===== src/rtl/demux1c2_buf.sv =====
// 1-to-2 valid/ready demultiplexer with an independent FIFO per output.
// A stalled consumer only backs up the words that select its own side.

module demux1c2_fifo #(
  parameter int WIDTH = 32,
  parameter int DEPTH = 2,
  parameter int CW    = $clog2(DEPTH) + 1,
  parameter int AW    = $clog2(DEPTH)
) (
  input  logic             clk,
  input  logic             rst,
  input  logic             push,
  input  logic [WIDTH-1:0] wdata,
  input  logic             pop_req,
  output logic             valid,
  output logic [WIDTH-1:0] rdata,
  output logic [CW-1:0]    count,
  output logic             full
);

  logic [DEPTH-1:0][WIDTH-1:0] mem;
  logic [AW-1:0]               wptr, rptr;
  logic [CW-1:0]               cnt;
  logic                        pop;

  assign valid = (cnt != '0);
  assign full  = (cnt == CW'(DEPTH));
  assign rdata = mem[rptr];
  assign count = cnt;
  // A ready with nothing stored is ignored, so the read side never underflows.
  assign pop   = pop_req & valid;

  always_ff @(posedge clk or posedge rst) begin
    if (rst) begin
      mem  <= '0;
      wptr <= '0;
      rptr <= '0;
      cnt  <= '0;
    end else begin
      if (push) begin
        mem[wptr] <= wdata;
        wptr      <= wptr + AW'(1);
      end
      if (pop)
        rptr <= rptr + AW'(1);
      cnt <= cnt + CW'(push) - CW'(pop);
    end
  end

endmodule

module demux1c2_buf #(
  parameter int WIDTH = 32,
  parameter int DEPTH = 2,
  parameter int CW    = $clog2(DEPTH) + 1
) (
  input  logic             clk,
  input  logic             rst,
  input  logic             in_valid,
  input  logic             in_sel,
  input  logic [WIDTH-1:0] in_data,
  output logic             in_ready,
  output logic             a_valid,
  output logic [WIDTH-1:0] a_data,
  input  logic             a_ready,
  output logic [CW-1:0]    a_count,
  output logic             b_valid,
  output logic [WIDTH-1:0] b_data,
  input  logic             b_ready,
  output logic [CW-1:0]    b_count
);

  localparam int NUM_LANES = 2;

  logic [NUM_LANES-1:0]            push, pop_req, valid, full;
  logic [NUM_LANES-1:0][WIDTH-1:0] rdata;
  logic [NUM_LANES-1:0][CW-1:0]    count;

  // Full blocks the push even if that side pops this edge: no push-through.
  assign in_ready = ~full[in_sel];
  assign pop_req  = {b_ready, a_ready};

  for (genvar l = 0; l < NUM_LANES; l++) begin : g_lane
    assign push[l] = in_valid & in_ready & (in_sel == 1'(l));

    demux1c2_fifo #(
      .WIDTH (WIDTH),
      .DEPTH (DEPTH),
      .CW    (CW)
    ) u_fifo (
      .clk     (clk),
      .rst     (rst),
      .push    (push[l]),
      .wdata   (in_data),
      .pop_req (pop_req[l]),
      .valid   (valid[l]),
      .rdata   (rdata[l]),
      .count   (count[l]),
      .full    (full[l])
    );
  end

  assign a_valid = valid[0];
  assign a_data  = rdata[0];
  assign a_count = count[0];
  assign b_valid = valid[1];
  assign b_data  = rdata[1];
  assign b_count = count[1];

endmodule


===== config.mk =====
export PLATFORM = sky130hd
export DESIGN_NAME = demux1c2_buf
export DESIGN_NICKNAME = d
export VERILOG_FILES = /design/src/rtl/demux1c2_buf.sv
export SDC_FILE = /design/constraint.sdc
export NUM_CORES = 1
export LEC_CHECK = 0
export ABC_CLOCK_PERIOD_IN_PS = 12100
export BUFFER_PORTS_ARGS = -buffer_cell sky130_fd_sc_hd__buf_4
export CAP_MARGIN = 20
export CORE_MARGIN = 1.5
export CORE_UTILIZATION = 55
export CTS_BUF_LIST = sky130_fd_sc_hd__clkbuf_16
export DETAILED_ROUTE_END_ITERATION = 6
export PLACE_DENSITY_LB_ADDON = 0.2
export SLEW_MARGIN = 15
export SYNTH_ARGS = -nofsm -noshare
export SYNTH_HDL_FRONTEND = slang
export SYNTH_SLANG_ARGS = --single-unit

===== constraint.sdc =====
create_clock -name clk -period 12.1 [get_ports clk]
set_clock_uncertainty 0.05 [all_clocks]
set_input_delay 1.815 -clock clk [delete_from_list [all_inputs] [get_ports clk]]
set_output_delay 1.815 -clock clk [all_outputs]
set_load 0.01 [all_outputs]

==> results of run 1 <==
where the power goes:
group | switching (uW) | internal, uW
Clock | 186 | 383
Sequential | 141 | 689
Combinational | 379 | 618
state kept, by name, summed over array words and instances (netlist names):
register	cells
g_lane.u_fifo.rptr	2
g_lane.u_fifo.wptr	2
g_lane.u_fifo.mem	128
g_lane.u_fifo.count	4
worst paths after layout:
path	from	end	slack, ns	cells after the start
min in group asynchronous	rst	g_lane[0].u_fifo.mem[48]$_DFFE_PP0P_	1.51	2
worst min-delay path	g_lane[0].u_fifo.mem[19]$_DFFE_PP0P_	g_lane[0].u_fifo.mem[19]$_DFFE_PP0P_	0.43	1
worst min register to register	g_lane[0].u_fifo.mem[19]$_DFFE_PP0P_	g_lane[0].u_fifo.mem[19]$_DFFE_PP0P_	0.43	1
worst max register to register	g_lane[1].u_fifo.count[1]$_DFF_PP0_	g_lane[1].u_fifo.mem[9]$_DFFE_PP0P_	9.76	4
worst max-delay path	in_sel	in_ready	8.00	4
max in group asynchronous	rst	g_lane[0].u_fifo.mem[61]$_DFFE_PP0P_	9.09	3
worst max-delay path, stage by stage:
cell and delay [ns]:
buf_4 0.13, nor2_1 0.10, a21oi_1 0.05, buf_4 0.15
metal layers:
layer	up-vias	wire length (um)
met1	1794	5330
met5	-	0
li1	1595	-
met2	80	5850
met3	15	608
met4	0	146
per-stage QoR:
step / worst slack (ns) / cell area [sq um]
after floorplan: 6.60 / 6070
after CTS: 7.97 / 7640
after global routing: 7.92 / 7650
after global placement: 8.00 / 6980
final: 8.00 / 7650
after detailed placement: 8.00 / 6980
cell usage after synthesis:
library cell / n / area share [%]
a21oi_1: 1 / 0.082
and2_1: 2 / 0.21
and2b_1: 1 / 0.12
buf_12: 3 / 0.99
buf_2: 9 / 0.74
buf_6: 1 / 0.19
clkbuf_1: 8 / 0.49
dfrtp_1: 136 / 56
ha_1: 4 / 0.82
inv_1: 3 / 0.19
mux2_1: 5 / 0.93
mux2_2: 157 / 29
mux2_4: 30 / 7.4
nand2_1: 1 / 0.062
nand2b_1: 4 / 0.41
nand3_1: 1 / 0.082
nand4_1: 1 / 0.10
nor2_1: 1 / 0.062
nor2b_1: 1 / 0.10
nor3_2: 2 / 0.33
or2_2: 2 / 0.21
or3b_1: 1 / 0.14
xnor2_1: 6 / 0.87
xor2_1: 2 / 0.29
cell type report:
cell class	count	area [sq um]	share of cell area, %
Tap cell	140	175	2.29
Timing Repair Buffer	116	875	11.4
Clock buffer	17	425	5.56
Sequential cell	136	3400	44.5
Inverter	3	13.8	0.180
Multi-Input combinational cell	222	2520	33.0
Clock inverter	15	231	3.03
logic make-up after synthesis:
family | after synthesis | share of synthesized area (%)
adder cells (fa/ha/maj) | 4 | 0.824
multiplexers | 192 | 37.5
flip-flops | 136 | 56.0
AO/OA/AOI/OAI | 1 | 0.0823
buffers and inverters | 24 | 2.60
XOR/XNOR | 8 | 1.15
AND/OR/NAND/NOR | 17 | 1.83
==> metrics.md, run 1 <==
| Metric | Value |
|---|---|
| Worst skew pair latency | `0.41 ns` |
| Fmax | `244 MHz` |
| Post-DRT Antenna Nets | `0` |
| Vias in the first global route | `3800` |
| Mapped Nets | `between 400 and 500` |
| Routed wire length per instance | `18.4 um` |
| Leading cell type in the layout, fill and taps excluded | `mux2_2` |
| Die height | `~110 um` |
| Layout cells sized above 1 | `66.2%` |
| Clk Tree Root Cell | `clkbuf_16` |
| Final setup viols | `0` |
| TritonCTS Sinks | `136` |
| Slew HR | `40.5%` |
| WP data arrival | `2.24 ns` |
| Final hold slack | `~0.43 ns` |
| Post-layout util | `70.9%` |
| Max H-tree Level | `4` |
| Actual slew at the worst max-slew pin | `0.892 ns` |
| CP max FO | `6` |
| Drt pass-1 iters | `3` |
| Final WL | `11900 um` |
| Outcome | `finished, final reports clean` |
| ANT cells | `0` |
| DPL Wire Length | `approximately 7600 um` |
| Setup tns final | `0 ns` |
| # IOs | `109` |
| Worst hold path class | `flip-flop to flip-flop` |
| RSZ-0062 raised after global routing | `false` |
| Netlist cell types | `24` |
| Die Area | `11700 sq um` |
| Port Buffers | `108` |
| Largest net degree at the start of global routing | `73` |
| Seq/Total Area, Yosys | `56.0%` |
| Yosys Warn Count | `0` |
| Mapped Area | `6070 sq um` |
| Crit path capture type | `primary output` |
| First-pass GRT wire length | `19700 um` |
| Mean Syn Cell Area | `15.9 sq um` |
| Total congestion overflow | `0` |
| Core Area | `10800 sq um` |
| Reg clk slew, reported paths | `0.05 ns` |
| Crit path kind | `primary input to primary output` |
| VDD IR max | `between 0.1 and 0.15 mV` |
| Filler Cell Count | `720` |
| Met3 Resource Use GR | `6.57%` |
| Global-route met2 utilization | `36.6%` |
| Vias per cell | `5.37` |
| Layout area overhead | `25.9%` |
| Post-CTS Resized | `0` |
| Final period util | `33.9%` |
| Slew Viols, Final | `0` |
| GP Congestion | `~0.71` |
| Starting Density | `56.3%` |
| Row count | `38` |
| Setup bufs post-CTS | `0` |
| Fin nets | `538` |
| Power Dens Cells | `313 nW/um^2` |
| Iter 0 DRT Violations | `78` |
| Fin cells | `649` |
| Vias | `3484` |
| CTS Buf Count | `17` |
| Post-synthesis cell count | `between 300 and 400` |
| TritonCTS clock tree | `done` |
| WP data required | `10.23 ns` |
| GRT met1 Usage | `between 20 and 30%` |
| LEAKAGE | `0.00354 uW` |
| Die width | `108 um` |
| #FFs+latches synth | `136` |
| Gr busiest metal | `met2` |
| Initial antenna violation count | `0` |
| Drc violations | `0` |
| Commonest cells after routing, fill and taps aside | `157 x mux2_2, 136 x dfrtp_1, 115 x buf_4, 30 x mux2_4, 17 x clkbuf_16` |
| Max_cap viols | `0` |
| Inst Count DP | `616` |
| Fin crit period | `4.10 ns` |
| Gr usage total | `22.5%` |
| Tot Pwr | `between 2000 and 2500 uW` |
| CTS Hold Bufs | `0` |
| CTS Buffer Depth | `2` |
| Worst Setup Start Kind | `primary input` |
| Hold Violations, Final | `0` |
No activity file was read; power rests on OpenSTA's default activity.
==> inputs of run 2 (changes only) <==
--- a/config.mk
+++ b/config.mk
@@ -5,11 +5,11 @@
 export SDC_FILE = /design/constraint.sdc
 export NUM_CORES = 1
 export LEC_CHECK = 0
-export ABC_CLOCK_PERIOD_IN_PS = 12100
+export ABC_CLOCK_PERIOD_IN_PS = 3550
 export BUFFER_PORTS_ARGS = -buffer_cell sky130_fd_sc_hd__buf_4
 export CAP_MARGIN = 20
 export CORE_MARGIN = 1.5
-export CORE_UTILIZATION = 55
+export CORE_UTILIZATION = 50
 export CTS_BUF_LIST = sky130_fd_sc_hd__clkbuf_16
 export DETAILED_ROUTE_END_ITERATION = 6
 export PLACE_DENSITY_LB_ADDON = 0.2
==> constraint.sdc (replaced) <==
create_clock -name clk -period 3.55 [get_ports clk]
set_clock_uncertainty 0.05 [all_clocks]
set_input_delay 0.5325 -clock clk [delete_from_list [all_inputs] [get_ports clk]]
set_output_delay 0.5325 -clock clk [all_outputs]
set_load 0.01 [all_outputs]
==> metrics.md, run 2 (same netlist as run 1, synthesis figures left out) <==
| Metric | Value |
|---|---|
| ANT cells | `0` |
| Drc violations | `0` |
| Delay-heaviest family, CP | `flip-flops` |
| Final WL | `approximately 12000 um` |
| Buf/Inv on CP | `1` |
| Layout cells sized above 1 | `65.6%` |
| Post-CTS Resized | `0` |
| RSZ-0062 raised after global routing | `false` |
| Routed wire length per instance | `roughly 18 um` |
| Final period util | `roughly 70%` |
| Largest net degree at the start of global routing | `71` |
| Die Area | `12800 sq um` |
| Actual slew at the worst max-slew pin | `approximately 0.90 ns` |
| Iter 0 DRT Violations | `just under 90` |
| CTS Buf Count | `17` |
| Fin nets | `536` |
| Power Dens Cells | `a little over 1000 nW/um^2` |
| Die width | `113 um` |
| Vias per cell | `5.33` |
| Drt pass-1 iters | `4` |
| Crit path capture type | `primary output` |
| Leading cell type in the layout, fill and taps excluded | `mux2_2` |
| Fmax | `392 MHz` |
| Max reg flops | `128` |
| Setup tns final | `0 ns` |
| CTS Hold Bufs | `0` |
| Tot Pwr | `7800 uW` |
| Reg clk slew, reported paths | `0.05 ns` |
| Initial antenna violation count | `0` |
| WP data required | `2.97 ns` |
| Total congestion overflow | `0` |
| Vias in the first global route | `3869` |
| Slew HR | `39.7%` |
| Crit-path slowest cell | `dfrtp_2` |
| # IOs | `109` |
| Crit path kind | `flip-flop to primary output` |
| Worst Slack Setup Final | `approximately 1.0 ns` |
| Slew Viols, Final | `0` |
| Clk Tree Root Cell | `clkbuf_16` |
| Fin crit period | `2.55 ns` |
| Vias | `3483` |
| Post-DRT Antenna Nets | `0` |
| Commonest cells after routing, fill and taps aside | `157 x mux2_2, 134 x dfrtp_1, 113 x buf_4, 30 x mux2_4, 17 x clkbuf_16` |
| Cell-by-cell trace of the critical path | `mux2_2 > buf_4` |
| First-pass GRT wire length | `19600 um` |
| WP data arrival | `between 1.5 and 2 ns` |
| Die height | `113 um` |
| Outcome | `finished, final reports clean` |
| Max_cap viols | `0` |
| CP max FO | `33` |
| VDD IR max | `0.537 mV` |
| GP Congestion | `0.696` |
| Hold Violations, Final | `0` |
| Pre-CTS WS | `1.06 ns` |
| Worst skew pair latency | `0.41 ns` |
| Final setup viols | `0` |
| Core Area | `11900 sq um` |
| CTS Buffer Depth | `2` |
| Gr usage total | `20.2%` |
| Row count | `40` |
| Filler Cell Count | `920` |
| Layout area overhead | `24.1%` |
| Post-layout util | `a little over three fifths` |
| TritonCTS clock tree | `done` |
| LEAKAGE | `0.00347 uW` |
| Starting Density | `51.0%` |
| Worst hold path class | `primary input to asynchronous set/reset pin` |
| Reg with most FFs | `g_lane.u_fifo.mem` |
| DPL Wire Length | `7580 um` |
| Slowest stage delay, CP | `0.96 ns` |
| TritonCTS Sinks | `~140` |
| Setup bufs post-CTS | `0` |
| Max H-tree Level | `4` |
| Port Buffers | `108` |
| R2R Setup Slk | `1.28 ns` |
| Worst Setup Start Kind | `flip-flop` |
==> run 2: cell types whose count changed in the layout (fill, tap and decap cells not counted), moves of 2 or more <==
cell | previous run | this run
clkinv_1 | 3 | 8
bufinv_16 | 6 | 2
buf_4 | 115 | 113
dfrtp_1 | 136 | 134
dfrtp_2 | 0 | 2
==> run 2: stage by stage <==
step                instances  hold slack (ns)  area [sq um]
floorplan                 382            0.404          6080
global placement          622            0.413          7000
detailed placement        622            0.421          7000
CTS                       653            0.252          7540
global route              653            0.299          7540
finish                    653            0.235          7540
==> run 2: cell type report <==
cell class	count	area [sq um]	area share, %
Sequential cell	136	3410	45.2
Multi-Input combinational cell	222	2520	33.5
Timing Repair Buffer	114	868	11.5
Clock buffer	17	425	5.64
Tap cell	147	184	2.44
Clock inverter	14	115	1.53
Inverter	3	15.0	0.199
==> run 2: path summary, 6_finish.rpt <==
check,to,start,cells after the start
worst max-delay path,b_data[29],g_lane[1].u_fifo.rptr$_DFFE_PP0P_,2
worst min-delay path,g_lane[0].u_fifo.mem[41]$_DFFE_PP0P_,rst,2
worst max register to register,g_lane[0].u_fifo.mem[48]$_DFFE_PP0P_,g_lane[0].u_fifo.count[1]$_DFF_PP0_,4
worst min register to register,g_lane[0].u_fifo.mem[31]$_DFFE_PP0P_,g_lane[0].u_fifo.mem[31]$_DFFE_PP0P_,1
max in group asynchronous,g_lane[0].u_fifo.mem[30]$_DFFE_PP0P_,rst,3
min in group clk,g_lane[0].u_fifo.mem[31]$_DFFE_PP0P_,in_data[31],2
==> run 2: power by group <==
part	switching, uW	internal (uW)
clock network	606	1000
logic	1190	2090
registers	565	2350
==> run 2: per-layer routing <==
layer	vias to the layer above	track usage, %	share of wire, %
met2	81	33.0	49
met1	1798	25.4	44
met3	19	6.11	4.7
li1	1585	-	-
met5	-	0	0
met4	0	7.75	1.8
==> run 2: worst reg2reg max path: stages, from the launching register on <==
cell and delay (ns):
dfrtp_1 0.41, and2b_1 0.22, or3b_2 0.77, buf_4 0.37
mux2_4 0.35
